$ cat config.mk
export PLATFORM = sky130hd
export DESIGN_NAME = karatsuba_pipe
export DESIGN_NICKNAME = d
export VERILOG_FILES = /design/src/rtl/karatsuba_pipe.sv
export SDC_FILE = /design/constraint.sdc
export NUM_CORES = 1
export LEC_CHECK = 0
export ABC_AREA = 1
export BUFFER_PORTS_ARGS = -buffer_cell sky130_fd_sc_hd__buf_4
export CAP_MARGIN = 15
export CORE_ASPECT_RATIO = 0.7
export CORE_MARGIN = 4
export CORE_UTILIZATION = 60
export CTS_BUF_LIST = sky130_fd_sc_hd__clkbuf_2
export CTS_CLUSTER_DIAMETER = 80
export DETAILED_ROUTE_END_ITERATION = 7
export PLACE_DENSITY = 0.82
export SYNTH_ARGS = -nofsm -noshare
export SYNTH_HDL_FRONTEND = slang
export SYNTH_SLANG_ARGS = --single-unit
$ cat constraint.sdc
create_clock -name clkn_i -period 6.9 [get_ports clkn_i]
set_input_delay 0.345 -clock clkn_i [delete_from_list [all_inputs] [get_ports clkn_i]]
set_output_delay 0.345 -clock clkn_i [all_outputs]
set_load 0.005 [all_outputs]
$ cat src/rtl/karatsuba_pipe.sv
// Three-stage pipelined Karatsuba multiplier with valid/ready flow control and a sideband tag.
// Defining KARATSUBA_SIGNED_EN selects two's complement operands and result; otherwise unsigned.
module karatsuba_pipe #(
    parameter int WIDTH = 24,
    parameter int TAG_W = 4
) (
    input  logic                 clkn_i,
    input  logic                 rstn_i,
    input  logic                 in_valid_i,
    output logic                 in_ready_o,
    input  logic [WIDTH-1:0]     a_i,
    input  logic [WIDTH-1:0]     b_i,
    input  logic [TAG_W-1:0]     tag_i,
    output logic                 out_valid_o,
    input  logic                 out_ready_i,
    output logic [2*WIDTH-1:0]   product_o,
    output logic [TAG_W-1:0]     tag_o,
    output logic                 busy_o
);
    localparam int H  = WIDTH / 2;
    localparam int PW = 2 * WIDTH;

    logic v1, v2, v3;
    logic adv1, adv2, take_in;

    // A stage moves forward when the stage after it is empty or itself moving forward.
    assign adv2       = v2 && (!v3 || out_ready_i);
    assign adv1       = v1 && (!v2 || adv2);
    assign in_ready_o = !v1 || adv1;
    assign take_in    = in_valid_i && in_ready_o;

    assign out_valid_o = v3;
    assign busy_o      = v1 || v2 || v3;

    // NOTE: sequential state uses non-blocking assignments so every flop samples pre-edge values.
    always_ff @(posedge clkn_i or negedge rstn_i) begin
        if (!rstn_i) begin
            v1 <= 1'b0;
            v2 <= 1'b0;
            v3 <= 1'b0;
        end else begin
            if (take_in)                v1 <= 1'b1;
            else if (adv1)              v1 <= 1'b0;
            if (adv1)                   v2 <= 1'b1;
            else if (adv2)              v2 <= 1'b0;
            if (adv2)                   v3 <= 1'b1;
            else if (v3 && out_ready_i) v3 <= 1'b0;
        end
    end

    // Operand magnitudes entering S1.
    logic [WIDTH-1:0] ua, ub;
    logic             sign_in;
`ifdef KARATSUBA_SIGNED_EN
    // Negating the most negative value wraps to itself, which is the correct magnitude unsigned.
    assign ua      = a_i[WIDTH-1] ? -a_i : a_i;
    assign ub      = b_i[WIDTH-1] ? -b_i : b_i;
    assign sign_in = a_i[WIDTH-1] ^ b_i[WIDTH-1];
`else
    assign ua      = a_i;
    assign ub      = b_i;
    assign sign_in = 1'b0;
`endif

    // S1: halves and pre-sums.
    logic [H-1:0]     s1_ah, s1_al, s1_bh, s1_bl;
    logic [H:0]       s1_as, s1_bs;
    logic [TAG_W-1:0] s1_tag;
    logic             s1_sign;

    // NOTE: datapath registers are not reset; the valid flags alone decide whether their contents matter.
    always_ff @(posedge clkn_i) begin
        if (take_in) begin
            s1_ah   <= ua[WIDTH-1:H];
            s1_al   <= ua[H-1:0];
            s1_bh   <= ub[WIDTH-1:H];
            s1_bl   <= ub[H-1:0];
            s1_as   <= {1'b0, ua[WIDTH-1:H]} + {1'b0, ua[H-1:0]};
            s1_bs   <= {1'b0, ub[WIDTH-1:H]} + {1'b0, ub[H-1:0]};
            s1_tag  <= tag_i;
            s1_sign <= sign_in;
        end
    end

    // S2: the three sub-products.
    logic [2*H-1:0]   s2_pl, s2_ph;
    logic [2*H+1:0]   s2_pm;
    logic [TAG_W-1:0] s2_tag;
    logic             s2_sign;

    always_ff @(posedge clkn_i) begin
        if (adv1) begin
            s2_pl   <= {{H{1'b0}}, s1_al} * {{H{1'b0}}, s1_bl};
            s2_ph   <= {{H{1'b0}}, s1_ah} * {{H{1'b0}}, s1_bh};
            s2_pm   <= {{(H+1){1'b0}}, s1_as} * {{(H+1){1'b0}}, s1_bs};
            s2_tag  <= s1_tag;
            s2_sign <= s1_sign;
        end
    end

    // S3 recombination; mid cannot underflow because Pm >= Ph + Pl.
    logic [2*H+1:0] mid;
    logic [PW-1:0]  uprod, result;

    assign mid   = s2_pm - {2'b00, s2_ph} - {2'b00, s2_pl};
    assign uprod = {s2_ph, {WIDTH{1'b0}}}
                 + ({{(PW-2*H-2){1'b0}}, mid} << H)
                 + {{WIDTH{1'b0}}, s2_pl};
`ifdef KARATSUBA_SIGNED_EN
    assign result = s2_sign ? -uprod : uprod;
`else
    assign result = uprod;
`endif

    always_ff @(posedge clkn_i or negedge rstn_i) begin
        if (!rstn_i) begin
            product_o <= '0;
            tag_o     <= '0;
        end else if (adv2) begin
            product_o <= result;
            tag_o     <= s2_tag;
        end
    end

`ifndef KARATSUBA_SIGNED_EN
    logic unused_sign;
    assign unused_sign = s2_sign;
`endif
endmodule

==> results of run 1 <==
## worst register-to-register path, cell delays in order, from the launching register on
cell and delay (ns):
edfxtp_1 0.66, nand2_1 0.16, inv_1 0.06, fa_1 0.50, inv_1 0.05, fa_1 0.52
inv_1 0.07, fa_1 0.47, fa_1 0.49, inv_1 0.05, fa_1 0.52, inv_1 0.04
ha_1 0.33, a21oi_1 0.37, o21ai_0 0.18, a21oi_1 0.20, o21ai_2 0.12, nand2_1 0.13
nand3_1 0.08, nand2_1 0.07, nand2_1 0.06
## logic make-up after synthesis
family	after synthesis
xor+xnor	114
simple gates	1255
compound gates	278
fa+ha+maj	620
buf+inv	928
flops	211
## routing by layer
| layer | vias to the layer above | global-route usage (%) | wire length, µm |
|---|---|---|---|
| li1 | 10641 | - | - |
| met1 | 10712 | 44.29 | 31890 |
| met2 | 1159 | 44.25 | 30140 |
| met3 | 140 | 6.165 | 7841 |
| met4 | 2 | 8.812 | 2272 |
| met5 | - | 0.6757 | 42 |
## worst max path at each step
stage	startpoint	to	slack [ns]
floorplan	s1_bh[11]	s2_ph[19]	2.05
global placement	s1_bs[1]	s2_pm[16]	1.64
detailed placement	s1_as[9]	s2_pm[25]	1.65
CTS	s1_bs[2]	s2_pm[25]	1.61
global route	s1_as[9]	s2_pm[21]	1.15
finish	s1_bs[2]	s2_pm[21]	1.49
## sequential cells by signal, indices dropped and copies added (netlist names), 4 cells and up
register,flops
product_o,48
s2_pm,26
s2_ph,24
s2_pl,24
s1_as,13
s1_bs,13
s1_ah,12
s1_al,12
s1_bh,12
s1_bl,12
s1_tag,4
s2_tag,4
tag_o,4
## cells in the final DEF, fill, tap and decap left out, types with 21 or more instances in the layout
| cell | synthesis | routed |
|---|---|---|
| a21oi_1 | 118 | 118 |
| buf_4 | 1 | 113 |
| clkbuf_2 | 0 | 75 |
| dfrtp_1 | 55 | 55 |
| dlygate4sd3_1 | 0 | 58 |
| edfxtp_1 | 156 | 156 |
| fa_1 | 348 | 348 |
| ha_1 | 272 | 272 |
| inv_1 | 838 | 836 |
| nand2_1 | 902 | 901 |
| nand2_2 | 20 | 21 |
| nand3_1 | 99 | 99 |
| nand4_1 | 27 | 27 |
| nor2_1 | 156 | 156 |
| o21ai_0 | 73 | 73 |
| xnor2_1 | 57 | 57 |
| xor2_1 | 57 | 57 |
## metrics by stage
step,std cells,setup slack [ns],hold WS [ns]
floorplan,3406,2.053,0.04941
finish,4189,1.487,0.1208
CTS,4188,1.607,0.04884
global placement,4038,1.641,0.4006
detailed placement,4038,1.650,0.4054
global route,4189,1.149,0.04928
## repair_timing
item | 4_1_cts | 5_1_grt
setup buffers | 0 | 0
setup endpoints to repair | 0 | 0
hold buffers | 59 | 0
endpoints found under the hold margin | 141 | 0
## area by class of cell
class | count | area [µm²] | area share, %
clock buffers | 75 | 375.4 | 1.249
flip-flops and latches | 211 | 6061 | 20.16
multi-input cells | 2267 | 18140 | 60.35
inverters | 844 | 3169 | 10.54
clock inverters | 16 | 100.1 | 0.3329
well taps | 603 | 754.5 | 2.510
repair buffers | 172 | 1456 | 4.844
diodes | 1 | 2.502 | 0.008324
==> flow_metrics.env, run 1 <==
export IMPL_pin_count=111
export IMPL_fin_crit_sh_pct=78.45
export IMPL_yosys_cell_types_count=48
export IMPL_fmax_mhz=184.7
export IMPL_grt_max_degree=82
export IMPL_cts_path_max_buffers=3
export IMPL_areaGrowthSynthToFinish_pct=8.567
export IMPL_io_buffers=110
export IMPL_netlist_area_leader_share_pct=25.16
export IMPL_synth_top_family_by_area="adder cells"
export IMPL_hold_path_class="in -> reg"
export IMPL_ys_seq_elements=211
export IMPL_yosysMostFrequentCell="nand2_1"
export IMPL_seq_area_frac_synth_pct=21.89
export IMPL_skew_ns=0.08510
export IMPL_fill_cells=3715
export IMPL_synth_edff_count=156
export IMPL_r2r_start="s1_bs[2]"
export IMPL_reg2reg_setup_slack_ns=1.49
export IMPL_insertion_delay_ns=0.96
export IMPL_die_h_um=187.7
export IMPL_crit_chain="nand2_1, inv_1, fa_1, inv_1, fa_1, inv_1, fa_1, fa_1, inv_1, fa_1, inv_1, ha_1, a21oi_1, o21ai_0, a21oi_1, o21ai_2, nand2_1, nand3_1, nand2_1, nand2_1"
export IMPL_worstSetupStartpointType="flip-flop"
export IMPL_holdPathStages=2
export IMPL_core_area_um2=45300
export IMPL_track_usage_pct=29.75
export IMPL_synth_net_count=4082
export IMPL_critPathTopFamily="adder cells"
export IMPL_vias_per_cell=5.408
export IMPL_finalHoldViolCount=0
export IMPL_drc=0
export IMPL_synth_adder_area_share_pct=37.45
export IMPL_syn_area_um2=27690
export IMPL_required_ns=7.54
export IMPL_cpPeakStageDelay_ns=0.66
export IMPL_relSlewSlack_pct=29.20
export IMPL_finalWirelength_um=72180
export IMPL_synth_flop_cell="edfxtp_1"
export IMPL_reg2reg_to="s2_pm[21]"
export IMPL_synth_simple_area_share_pct=18.46
export IMPL_cp_max_fo=13
export IMPL_dp_hpwl_um=59140
export IMPL_outcome="complete, no violations"
export IMPL_die_area_um2=49710
export IMPL_avgRoutedWirePerCell_um=17.23
export IMPL_setup_tns_ns=0
export IMPL_r2r_cells=20
export IMPL_finalCriticalPeriod_ns=5.413
export IMPL_finalMaxSlewViolations=0
export IMPL_yosys_area_top_type="fa_1"
export IMPL_grt_pass1_wl_um=119100
export IMPL_cp_arrival_ns=6.06
export IMPL_synth_xor_area_share_pct=3.606
export IMPL_yosys_warnings=0
export IMPL_final_nets=4221
export IMPL_final_area_um2=30060
export IMPL_grt_overflow_total=0
export IMPL_rsz0062_at_grt="no"
export IMPL_grt_antenna_before_repair=1
export IMPL_hold_end="s1_tag[0]"
export IMPL_place_area_um2=28980
export IMPL_maxCapViolations=0
export IMPL_drt_first_pass_iters=6
export IMPL_final_util_pct=66.37
export IMPL_cts_tree="done"
export IMPL_synthTopCellsByArea="fa_1 (25%), edfxtp_1 (17%), ha_1 (12%)"
export IMPL_initial_core_util_pct=61.13
export IMPL_die_w_um=264.8
export IMPL_synth_avg_cell_area_um2=8.130
export IMPL_worst_path_buf_inv=5
export IMPL_synth_top_cells_by_count="nand2_1 (902), inv_1 (838), fa_1 (348)"
export IMPL_cts_resized=0
export IMPL_finalSetupViolations=0
export IMPL_end_kind="flip-flop"
export IMPL_synth_compound_area_share_pct=6.000
export IMPL_rows=65
export IMPL_cts_sinks=211
export IMPL_tightest_slew_ns=1.062
export IMPL_numCtsBuffers=49
export IMPL_synthMuxAreaShare_pct=0
export IMPL_critPathKind="reg -> reg"
export IMPL_synth_async_reset_ratio_pct=26.07
export IMPL_clkTransAtPathRegs_ns=0.12
export IMPL_drive_gt1_share_pct=7.392
export IMPL_grt_pass1_vias=23063
export IMPL_gp_congestion=0.9756
export IMPL_slowest_stage="edfxtp_1"
export IMPL_htreeDepth=2
export IMPL_drt_iter0_markers=2295
export IMPL_root_buffer="clkbuf_2"
export IMPL_cp_num_cells=20
export IMPL_min_delay_start="tag_i[0]"
export IMPL_synth_cells=3406
export IMPL_vias=22654
export IMPL_ant_nets=0
Power of run 1 is left out: the tool's default activity adds up to more than one toggle a clock period on the data nets, which glitch-free logic cannot reach.
==> inputs of run 2 (changes only) <==
==> constraint.sdc (replaced) <==
create_clock -name clkn_i -period 5.64 [get_ports clkn_i]
set_input_delay 0.282 -clock clkn_i [delete_from_list [all_inputs] [get_ports clkn_i]]
set_output_delay 0.282 -clock clkn_i [all_outputs]
set_load 0.005 [all_outputs]
==> run 2 against run 1 <==
Effect of this change:
- non-clock buffer count increased by 17
- clock skew grew 0.058 ns
- cell count up 0.36%
- worst hold slack lost 0.034 ns
- first-iteration DRC count shrank 0.74%
- global-route usage decreased by 0.11 points
- setup slack worse by 1.2 ns
- largest cell class unchanged
==> flow_metrics.env, run 2 (synthesis results as in run 1) <==
export IMPL_outcome="complete, no violations"
export IMPL_core_area_um2=45300
export IMPL_vias=22672
export IMPL_dp_hpwl_um=59050
export IMPL_fin_crit_sh_pct=95.03
export IMPL_finalHoldViolCount=0
export IMPL_required_ns=6.20
export IMPL_tightest_slew_ns=1.061
export IMPL_clkTransAtPathRegs_ns=0.10
export IMPL_cts_tree="done"
export IMPL_finalMaxSlewViolations=0
export IMPL_drc=0
export IMPL_fmax_mhz=186.6
export IMPL_io_buffers=110
export IMPL_hold_path_class="in -> reg"
export IMPL_multi_input_area_um2=18140
export IMPL_cp_max_fo=13
export IMPL_crit_start="s1_as[9]"
export IMPL_insertion_delay_ns=0.95
export IMPL_drive_gt1_share_pct=7.504
export IMPL_initial_core_util_pct=61.13
export IMPL_root_buffer="clkbuf_2"
export IMPL_areaGrowthSynthToFinish_pct=8.964
export IMPL_maxCapViolations=0
export IMPL_reg_largest_list="product_o: 48 flops, s2_pm: 26 flops"
export IMPL_cts_sinks=211
export IMPL_gp_congestion=0.9746
export IMPL_ant_nets=0
export IMPL_min_delay_start="tag_i[3]"
export IMPL_cp_arrival_ns=5.92
export IMPL_cts_path_max_buffers=3
export IMPL_avgRoutedWirePerCell_um=17.15
export IMPL_setup_tns_ns=0
export IMPL_final_nets=4240
export IMPL_grt_pass1_wl_um=118600
export IMPL_die_h_um=187.7
export IMPL_finalCriticalPeriod_ns=5.360
export IMPL_die_area_um2=49710
export IMPL_relSlewSlack_pct=29.27
export IMPL_cts_resized=0
export IMPL_htreeDepth=2
export IMPL_track_usage_pct=29.64
export IMPL_drt_iter0_markers=2278
export IMPL_grt_antenna_before_repair=2
export IMPL_largest_reg_flops=48
export IMPL_largest_register="product_o"
export IMPL_layout_commonest_cell="nand2_1"
export IMPL_worstSetupStartpointType="flip-flop"
export IMPL_grt_overflow_total=0
export IMPL_fill_cells=3701
export IMPL_rsz0062_at_grt="no"
export IMPL_grt_pass1_vias=22993
export IMPL_layout_common_cells="nand2_1 (901), inv_1 (836), fa_1 (348)"
export IMPL_skew_ns=0.1427
export IMPL_numCtsBuffers=51
export IMPL_finalSetupViolations=0
export IMPL_finalWirelength_um=72080
export IMPL_rows=65
export IMPL_drt_first_pass_iters=6
export IMPL_pin_count=111
export IMPL_r2r_start="s1_as[9]"
export IMPL_seqCellArea_um2=6061
export IMPL_die_w_um=264.8
export IMPL_grt_max_degree=82
export IMPL_vias_per_cell=5.393
export IMPL_end_kind="flip-flop"
export IMPL_critPathKind="reg -> reg"
## run 2: area by class of cell
cell class / instances / share of cell area, %
inverter: 844 / 10.50
tap: 603 / 2.500
antenna: 3 / 0.02488
clock buffer: 67 / 1.111
multi-input combinational: 2267 / 60.13
timing repair buffer: 189 / 5.275
sequential: 211 / 20.09
clock inverter: 20 / 0.3649
## run 2: metal layers
layer | part of all wire (%) | global-route usage (%) | up-vias
met1 | 44 | 43.83 | 10771
met2 | 42 | 43.83 | 1115
met3 | 11 | 7.319 | 123
li1 | - | - | 10659
met5 | 0.090 | 0.8687 | -
met4 | 2.9 | 8.122 | 4
## run 2: path summary, 6_finish.rpt
path                                 end  slack (ns)  cells after the start
setup / recovery               s2_pm[16]        0.28                     18
hold / removal                 s1_tag[3]        0.09                      2
setup reg to reg               s2_pm[16]        0.28                     18
hold reg to reg                s2_tag[2]        0.43                      0
max in group asynchronous   product_o[8]        4.86                      4
min in group asynchronous  product_o[25]        0.41                      4
## run 2: critical path, cell delays in order, from the launching register on
cell and delay (ns):
edfxtp_1 0.62, nand2_1 0.13, inv_1 0.06, fa_1 0.50, inv_1 0.05, fa_1 0.49
inv_1 0.08, fa_1 0.51, fa_1 0.56, inv_1 0.06, fa_1 0.53, inv_1 0.04
ha_1 0.34, a21oi_1 0.26, o21ai_0 0.17, nand2_1 0.09, nand2_1 0.07, a31oi_1 0.32
xnor2_1 0.21
## run 2: metrics by stage
| stage | hold WS [ns] | area [µm²] | std cells | setup WS (ns) | util (%) |
|---|---|---|---|---|---|
| floorplan | -0.01359 | 27690 | 3406 | 0.7929 | - |
| global placement | 0.3594 | 29020 | 4044 | 0.4640 | 64.07 |
| detailed placement | 0.3694 | 29020 | 4044 | 0.4416 | 64.07 |
| CTS | 0.003526 | 30090 | 4191 | 0.3765 | 66.42 |
| global route | 0.01083 | 30170 | 4204 | 0.009489 | 66.61 |
| finish | 0.08660 | 30170 | 4204 | 0.2803 | 66.61 |
## run 2: what timing repair did
item	in CTS	in global routing
hold endpoints to repair	140	2
setup buffers	0	8
hold buffers	60	2
setup endpoints to repair	0	1
Power of run 2 is left out for the same reason.
